File: src/rtl/sram_pkg.sv
// Shared types and build options for param_sync_sram.
// Defining SRAM_OUT_REG_EN adds an output register stage (read latency 2).
package sram_pkg;

  typedef enum logic {
    INIT = 1'b0,
    RUN  = 1'b1
  } state_e;

`ifdef SRAM_OUT_REG_EN
  localparam int SRAM_LAT = 2;
`else
  localparam int SRAM_LAT = 1;
`endif

  function automatic int be_width(input int data_w);
    return data_w / 8;
  endfunction

endpackage

File: src/rtl/sram_array.sv
// Pure storage for param_sync_sram: DEPTH x DATA_W words, one synchronous
// port with per-byte write enables and a registered, read-first read.
module sram_array
  import sram_pkg::*;
#(
  parameter int DATA_W = 8,
  parameter int ADDR_W = 8,
  parameter int DEPTH  = 256,
  parameter int BE_W   = be_width(DATA_W)
) (
  input  logic              clk,
  input  logic              we,
  input  logic [BE_W-1:0]   be,
  input  logic              re,
  input  logic [ADDR_W-1:0] addr,
  input  logic [DATA_W-1:0] wdata,
  output logic [DATA_W-1:0] rdata
);

  logic [DATA_W-1:0] mem [DEPTH];
  logic [DATA_W-1:0] rdata_q;
  logic [DATA_W-1:0] rdata_d;

  always_comb begin
    rdata_d = rdata_q;
    if (re) rdata_d = mem[addr];
  end

  // NOTE: the array and its read register carry no reset; a reset on a
  // memory array prevents RAM inference. The top-level INIT sweep clears
  // the contents and masks the read register until a real read lands.
  always_ff @(posedge clk) begin
    rdata_q <= rdata_d;
  end

  // NOTE: non-blocking writes are what make a same-cycle read return the
  // old word (read-first); a blocking write here would leak the new data.
  always_ff @(posedge clk) begin
    if (we) begin
      for (int i = 0; i < BE_W; i++) begin
        if (be[i]) mem[addr][8*i +: 8] <= wdata[8*i +: 8];
      end
    end
  end

  assign rdata = rdata_q;

endmodule

File: src/rtl/param_sync_sram.sv
// Parametrised single-port SRAM with post-reset clear sweep, read-valid,
// out-of-range detection. SRAM_OUT_REG_EN adds one output pipeline stage.
module param_sync_sram
  import sram_pkg::*;
#(
  parameter  int DATA_W = 8,
  parameter  int ADDR_W = 8,
  parameter  int DEPTH  = 256,
  localparam int BE_W   = be_width(DATA_W)
) (
  input  logic              clk,
  input  logic              rst_n,
  input  logic              cs,
  input  logic              we,
  input  logic              rd,
  input  logic [BE_W-1:0]   be,
  input  logic [ADDR_W-1:0] addr,
  input  logic [DATA_W-1:0] data_in,
  output logic [DATA_W-1:0] data_out,
  output logic              rd_valid,
  output logic              busy,
  output logic              addr_err
);

  if (DATA_W % 8 != 0) begin : g_bad_data_w
    $error("param_sync_sram: DATA_W must be a multiple of 8");
  end
  if (DEPTH < 1 || DEPTH > (1 << ADDR_W)) begin : g_bad_depth
    $error("param_sync_sram: DEPTH must be in 1..2**ADDR_W");
  end

  localparam logic [ADDR_W-1:0] LAST_ADDR = ADDR_W'(DEPTH - 1);
  localparam logic [ADDR_W:0]   DEPTH_L   = (ADDR_W + 1)'(DEPTH);

  state_e            state_q, state_d;
  logic [ADDR_W-1:0] clr_cnt_q, clr_cnt_d;
  logic              busy_q, busy_d;

  logic              accept;
  logic              wr_req;
  logic              rd_req;
  logic              addr_oor;

  logic              arr_we;
  logic [BE_W-1:0]   arr_be;
  logic              arr_re;
  logic [ADDR_W-1:0] arr_addr;
  logic [DATA_W-1:0] arr_wdata;
  logic [DATA_W-1:0] arr_rdata;

  // First output stage: valid, error, and whether data comes from the array.
  logic              s1_valid_q, s1_valid_d;
  logic              s1_err_q, s1_err_d;
  logic              s1_sel_q, s1_sel_d;
  logic [DATA_W-1:0] s1_data;

  // NOTE: every signal written in always_comb gets a default first, so no
  // path through the block can leave it unassigned and infer a latch.
  always_comb begin
    state_d   = state_q;
    clr_cnt_d = clr_cnt_q;
    busy_d    = busy_q;
    case (state_q)
      INIT: begin
        clr_cnt_d = clr_cnt_q + 1'b1;
        if (clr_cnt_q == LAST_ADDR) begin
          state_d   = RUN;
          clr_cnt_d = '0;
          busy_d    = 1'b0;
        end
      end
      RUN: begin
        busy_d = 1'b0;
      end
      default: begin
        state_d   = INIT;
        clr_cnt_d = '0;
        busy_d    = 1'b1;
      end
    endcase
  end

  always_comb begin
    accept   = cs && (state_q == RUN);
    wr_req   = accept && we;
    rd_req   = accept && rd;
    addr_oor = ({1'b0, addr} >= DEPTH_L);
  end

  // During INIT the array port is owned by the clear sweep.
  always_comb begin
    if (state_q == INIT) begin
      arr_we    = 1'b1;
      arr_be    = '1;
      arr_re    = 1'b0;
      arr_addr  = clr_cnt_q;
      arr_wdata = '0;
    end else begin
      arr_we    = wr_req && !addr_oor;
      arr_be    = be;
      arr_re    = rd_req && !addr_oor;
      arr_addr  = addr;
      arr_wdata = data_in;
    end
  end

  always_comb begin
    s1_valid_d = rd_req;
    s1_err_d   = (wr_req || rd_req) && addr_oor;
    s1_sel_d   = s1_sel_q;
    if (rd_req) s1_sel_d = !addr_oor;
  end

  always_ff @(posedge clk or negedge rst_n) begin
    if (!rst_n) begin
      state_q    <= INIT;
      clr_cnt_q  <= '0;
      busy_q     <= 1'b1;
      s1_valid_q <= 1'b0;
      s1_err_q   <= 1'b0;
      s1_sel_q   <= 1'b0;
    end else begin
      state_q    <= state_d;
      clr_cnt_q  <= clr_cnt_d;
      busy_q     <= busy_d;
      s1_valid_q <= s1_valid_d;
      s1_err_q   <= s1_err_d;
      s1_sel_q   <= s1_sel_d;
    end
  end

  sram_array #(
    .DATA_W (DATA_W),
    .ADDR_W (ADDR_W),
    .DEPTH  (DEPTH),
    .BE_W   (BE_W)
  ) u_array (
    .clk   (clk),
    .we    (arr_we),
    .be    (arr_be),
    .re    (arr_re),
    .addr  (arr_addr),
    .wdata (arr_wdata),
    .rdata (arr_rdata)
  );

  // Zero after reset or an out-of-range read; otherwise the last array read.
  assign s1_data = s1_sel_q ? arr_rdata : '0;
  assign busy    = busy_q;

`ifdef SRAM_OUT_REG_EN
  logic [DATA_W-1:0] out_data_q, out_data_d;
  logic              out_valid_q, out_valid_d;
  logic              out_err_q, out_err_d;

  always_comb begin
    out_valid_d = s1_valid_q;
    out_err_d   = s1_err_q;
    out_data_d  = out_data_q;
    if (s1_valid_q) out_data_d = s1_data;
  end

  always_ff @(posedge clk or negedge rst_n) begin
    if (!rst_n) begin
      out_data_q  <= '0;
      out_valid_q <= 1'b0;
      out_err_q   <= 1'b0;
    end else begin
      out_data_q  <= out_data_d;
      out_valid_q <= out_valid_d;
      out_err_q   <= out_err_d;
    end
  end

  assign data_out = out_data_q;
  assign rd_valid = out_valid_q;
  assign addr_err = out_err_q;
`else
  assign data_out = s1_data;
  assign rd_valid = s1_valid_q;
  assign addr_err = s1_err_q;
`endif

endmodule

File: config.mk
export PLATFORM = sky130hd
export DESIGN_NAME = param_sync_sram
export DESIGN_NICKNAME = d
export VERILOG_FILES = /design/src/rtl/sram_pkg.sv /design/src/rtl/sram_array.sv /design/src/rtl/param_sync_sram.sv
export SDC_FILE = /design/constraint.sdc
export NUM_CORES = 2
export LEC_CHECK = 0
export CAP_MARGIN = 20
export CORE_ASPECT_RATIO = 1.4
export CORE_UTILIZATION = 44
export CTS_BUF_LIST = sky130_fd_sc_hd__clkbuf_8
export DETAILED_ROUTE_END_ITERATION = 16
export GPL_TIMING_DRIVEN = 0
export PLACE_DENSITY = 0.63
export SYNTH_ARGS = -nofsm -noshare
export SYNTH_HDL_FRONTEND = slang
export SYNTH_SLANG_ARGS = --single-unit
File: constraint.sdc
create_clock -name clk -period 6.21 [get_ports clk]
set_clock_uncertainty 0.2 [all_clocks]
set_input_delay 0.9315 -clock clk [delete_from_list [all_inputs] [get_ports clk]]
set_output_delay 0.9315 -clock clk [all_outputs]
set_load 0.01 [all_outputs]
; ---- After elaboration in Yosys (flattened, before gate mapping)
; Memory sizes are Yosys's and may differ from the RTL's. A register that Yosys moved wholly into a read port is not among the register bits.
; Index checks and enable logic that the tools add are counted.
[word_totals]
memories = 1
wordCells = 27
register_bits = 12
ram_bits = 2048
output_inout_bits = 11
mem_bits_ro = 0
latchBits = 0
inputBits = 22
[memory_table]
columns = name, words, width, rd, rd_ports_with_merged_regs, write_ports, line_no
row1 = u_array.mem, 256, 8, 1, 1, 1, sram_array.sv:20  ; logic [DATA_W-1:0] mem [DEPTH];
[classes]
n_addsub = 1
shift = 0
n_mux = 14
n_div = 0
multipliers = 0
n_bitwise = 1
n_lt_le_gt_ge = 0
n_eq_ne = 2
reduce_logical = 3
[op_table]
columns = op, n
row1 = two-way mux 8 bit, 4
row2 = two-way mux 1 bit, 9
row3 = adder 8 x 1 -> 8 bit (second input constant), 1
row4 = == test 8 bit (second input constant), 1
row5 = logical AND 1 bit, 3
row6 = != test 2 bit (second input constant), 1
row7 = one-hot mux 1 bit (2 select lines), 1
row8 = NOT 1 bit, 1

; ---- Longest topological paths before layout
[depth]
depth_word = 5
ltp_mapped = 13
mapped_depth_nobuf = 7

; ---- By module
; Synthesis repeated with hierarchy kept, for this count alone.
[hier_totals]
hier_cells = 3605
hier_area_um2 = 79133.4
[modules_own_cells]
columns = module, area_each_um2, seq_area_each_um2, cells_each, instances
row1 = sram_array, 78363.9, 61739.2, 3525, 1
row2 = param_sync_sram, 769.5, 301.5, 80, 1

; ---- Worst setup path before layout
; No wires, ideal clock.
[synth_path]
path_kind = register -> register
from = reg state_q
to = mem u_array.mem[0][0], data pin
arrival_ps = 4519
required_ps = 5143
stages_incl_launch_ff = 7
path_buffers = 5
path_slack_ps = 624
period_less_slack_ps = 5586
setup_time_ps = 867
cell_sequence = dfrtp_1 > buf_6 > buf_2 > buf_2 > buf_2 > clkbuf_1 > and2_1
[synth_via]
elab_chain_cells = 1
[synth_rtl]
columns = item, line_no
row1 = "start, declared", param_sync_sram.sv:35  ; state_e state_q, state_d;
row2 = "start signal, assigned", param_sync_sram.sv:123  ; state_q <= state_d;
row3 = two-way mux 8 bit, param_sync_sram.sv:92  ; if (state_q == INIT) begin
row4 = named net arr_wdata[0], param_sync_sram.sv:48  ; logic [DATA_W-1:0] arr_wdata;
row5 = "end, declared", sram_array.sv:20
; The timed path passes the listed nets, and every way through them passes these cells.

; ---- Worst setup path in the final report
[layout_path]
from = reg clr_cnt_q[0]
to = mem u_array.mem[199][1], enable pin
[layout_via]
elab_chain_cells = 1
[layout_rtl]
columns = item, line_no
row1 = "start, declared", param_sync_sram.sv:36  ; logic [ADDR_W-1:0] clr_cnt_q, clr_cnt_d;
row2 = "start signal, assigned", param_sync_sram.sv:124  ; clr_cnt_q <= clr_cnt_d;
row3 = two-way mux 8 bit, param_sync_sram.sv:92
; Every way passes these cells.

==> results.py <==
metrics = {
    "synthesis": {
        "syn_avg_cell_area_um2": 19.4,
        "synth.area.top_cells": "edfxtp_1 77%, mux4_2 12%, nand2_1 1.9%, nand3_1 1.5%, a22oi_1 1.5%",
        "ys.warnings.count": 0,
        "synth_edf_count": 2056,
        "yosys_most_used_dff": "edfxtp_1",
        "syn_area_mm2": 0.0802,
        "yosysSeqAreaShare_pct": 77.3,
        "syn-instance-count": 4142,
        "synth_fp_nets": 4165,
        "synthArstFlopShare_pct": 0.580,
        "synth_seq_cells": 2068,
        "yosysTopAreaCellShare_pct": 77.0,
        "synthTopCellsByCount": "2056 x edfxtp_1, 432 x mux4_2, 399 x nand2_1",
        "synth.most_common_cell": "edfxtp_1",
        "synth_cell_type_count": 44,
        "yosysTopAreaCell": "edfxtp_1",
    },
    "worst_setup_path": {
        "criticalPathCategory": "reg2reg",
        "critPathMaxFanout": 10,
        "cp-end-kind": "flip-flop",
        "crit_arrival_ps": 5660,
        "critPathLaunchType": "flip-flop",
        "crit_chain": "mux2i_2 -> buf_6 -> clkbuf_1 -> clkbuf_1 -> nor3_1 -> nand2_1 -> clkbuf_1 -> buf_8 -> nor2_1",
        "cp_common_cell": "clkbuf_1",
        "slowest_delay_ps": 870,
        "slowest_stage": "nand2_1",
        "critical_path_required_ps": 6610,
    },
    "sta": {
        "tns_ps": 0,
        "maxSlewHeadroom_pct": 6.39,
        "setup_viol": 0,
        "setup_ws_ps": 951,
        "max_clock_freq_mhz": 190,
        "rsz0062_at_grt": "no",
        "min_period_ps": 5260,
        "tightestPinTransition_ps": 1400,
        "slew_violations": 0,
        "hold_viol_final": 0,
        "period_share_pct": 84.7,
    },
    "finish": {
        "areaGrowthSynthToFinish_pct": 11.9,
        "fin_nets": 4546,
        "drive_gt1_share_pct": 19.9,
        "design_area_mm2": 0.0897,
    },
    "flow_run": {
        "drv_cap": 0,
    },
    "grt": {
        "met1_usage_pct": 29.1,
        "grt_start_max_net_pins": 87,
        "antenna_found_initial": 8,
        "grt_pass1_wl_um": 317000,
        "top_usage_layer": "met2",
        "grt_use_total_pct": 24.8,
        "grt_pass1_vias": 43200,
        "grt.met2_usage_pct": 42.3,
        "grt-ovfl-total": 0,
        "use_met3_pct": 4.88,
    },
    "cts": {
        "cts_made_buffers": 306,
        "clk_latency_ps": 1020,
        "clock_path_buffers": 4,
        "clkTransAtPathRegs_ps": 70,
        "h-tree-depth": 5,
        "cts_tree": "yes",
        "post_cts_buffers": 0,
        "ctsRootBufferMaster": "clkbuf_8",
        "clkSinkCount": 2068,
        "cts_hold_buf": 0,
        "cts_resized": 0,
    },
    "placed_design": {
        "dpl.hpwl_um": 157000,
        "place_area_mm2": 0.0845,
        "place_ws_ps": 8.49,
        "place_congestion": 1.05,
        "place.port_buffers": 31,
    },
    "power": {
        "p_switching_mw": 5.07,
        "p_seq_share_pct": 60.2,
        "internal-power_mw": 20.0,
        "switching_share_pct": 20.2,
        "pwr-share-comb_pct": 0.1,
        "p_clk_share_pct": 39.7,
        "total_power_mw": 25.1,
        "powerDensity_mw_per_mm2": 280,
        "ir_drop_uv": 217,
        "p_leak_nw": 24.5,
    },
    "routing": {
        "vias": 42700,
        "routed_wl_um": 229000,
        "drtIter0Drc": 5021,
        "drcViolationCount": 0,
        "vias_per_cell": 5.96,
        "avgRoutedWirePerCell_um": 31.9,
        "ant_nets": 0,
        "drt_pass1_iterations": 5,
    },
    "die": {
        "core_mm2": 0.181,
        "std_cell_rows": 185,
        "die_w_um": 363,
        "start_util_pct": 44.3,
        "die_height_um": 507,
        "io_pins": 33,
        "dieArea_mm2": 0.184,
    },
    "worst_hold_path": {
        "holdCritPathClass": "in2async",
    },
    "status": {
        "status": "finished clean",
    },
}
==> metal layers <==
layer | routed length, um | vias up
li1 | - | 17700
met5 | 27 | -
met4 | 14200 | 4
met3 | 16900 | 479
met1 | 81300 | 22400
met2 | 116000 | 2078
==> layout by cell type, fill, tap and decap left out, drive strengths merged, types with 2 or more instances in the layout <==
cell type and n:
a211oi 16, xnor2 4, nand3b 6, nor3 4, o21ai 11, nand3 243
clkbuf 448, clkinv 95, nand2 399, o311a 8, a211o 8, nand4 136
and3 13, clkinvlp 5, bufinv 6, and2 33, or3b 6, o31ai 26
inv 97, mux4 432, or3 2, mux2i 12, nor2 261, buf 150
diode 2, a22oi 160, dfrtp 11, a41oi 16, mux2 4, a21oi 14
clkdlybuf4s50 31, edfxtp 2056, o32ai 4
==> power groups by stage <==
stage | clock network (mW) | registers (mW) | logic [mW]
after floorplan | 0 | 15.4 | 0.00168
after global placement | 0 | 15.4 | 0.0217
after detailed placement | 0 | 15.4 | 0.0221
after CTS | 10.1 | 15.1 | 0.0224
after global routing | 10.6 | 15.1 | 0.0236
final | 9.97 | 15.1 | 0.0234
==> kinds of logic (layout without fill, tap and decap cells) <==
group | Yosys count | in the layout | synth area share [%]
flip-flops | 2068 | 2068 | 77.3
AO/OA/AOI/OAI | 266 | 266 | 2.49
adder cells (fa/ha/maj) | 1 | 1 | 0.0156
AND/OR/NAND/NOR | 1106 | 1106 | 6.21
buffers and inverters | 248 | 832 | 1.54
other | 1 | 3 | 0.00468
multiplexers | 448 | 448 | 12.3
XOR/XNOR | 4 | 4 | 0.0437
==> sequential cells by signal, summed over array words and instances (netlist names) <==
name	flops
rd_valid	1
busy	1
u_array.rdata	8
s1_sel_q	1
clr_cnt_q	8
state_q	1
u_array.mem	2048
==> through the flow <==
step                      util [%]  hold slack, ps  instances
after global placement        46.1             242       6604
final                         49.5             125       7159
after global routing          49.5             117       7158
after floorplan                  -             250       4142
after CTS                     49.5            48.4       7156
after detailed placement      46.6             238       6645
==> area by class of cell <==
type | instances | area [um2]
diodes | 2 | 5.00
plain buffers | 242 | 1220
clock buffers | 314 | 4320
clock inverters | 197 | 948
fillers | 14800 | 91500
inverters | 6 | 22.5
multi-input cells | 1826 | 17000
flip-flops and latches | 2068 | 62000
well taps | 2431 | 3040
repair buffers | 73 | 1180
==> final timing paths <==
path                       cells after the start                   to  slack (ps)         start
setup / recovery                               9  u_array.mem[199][1]         950  clr_cnt_q[0]
hold / removal                                 1         clr_cnt_q[3]         130         rst_n
setup reg to reg                               9  u_array.mem[199][1]         950  clr_cnt_q[0]
hold reg to reg                                2                 busy         250          busy
max in group asynchronous                      1         clr_cnt_q[0]        5230         rst_n
min in group clk                               2                 busy         250          busy
==> critical path: cells and delay by family (launching register included) <==
family        cells  cell delay, ps
simple gates      3            2250
buf+inv           5            1680
flops             1             550
mux               1             130
No activity file was read; power rests on OpenSTA's default activity.
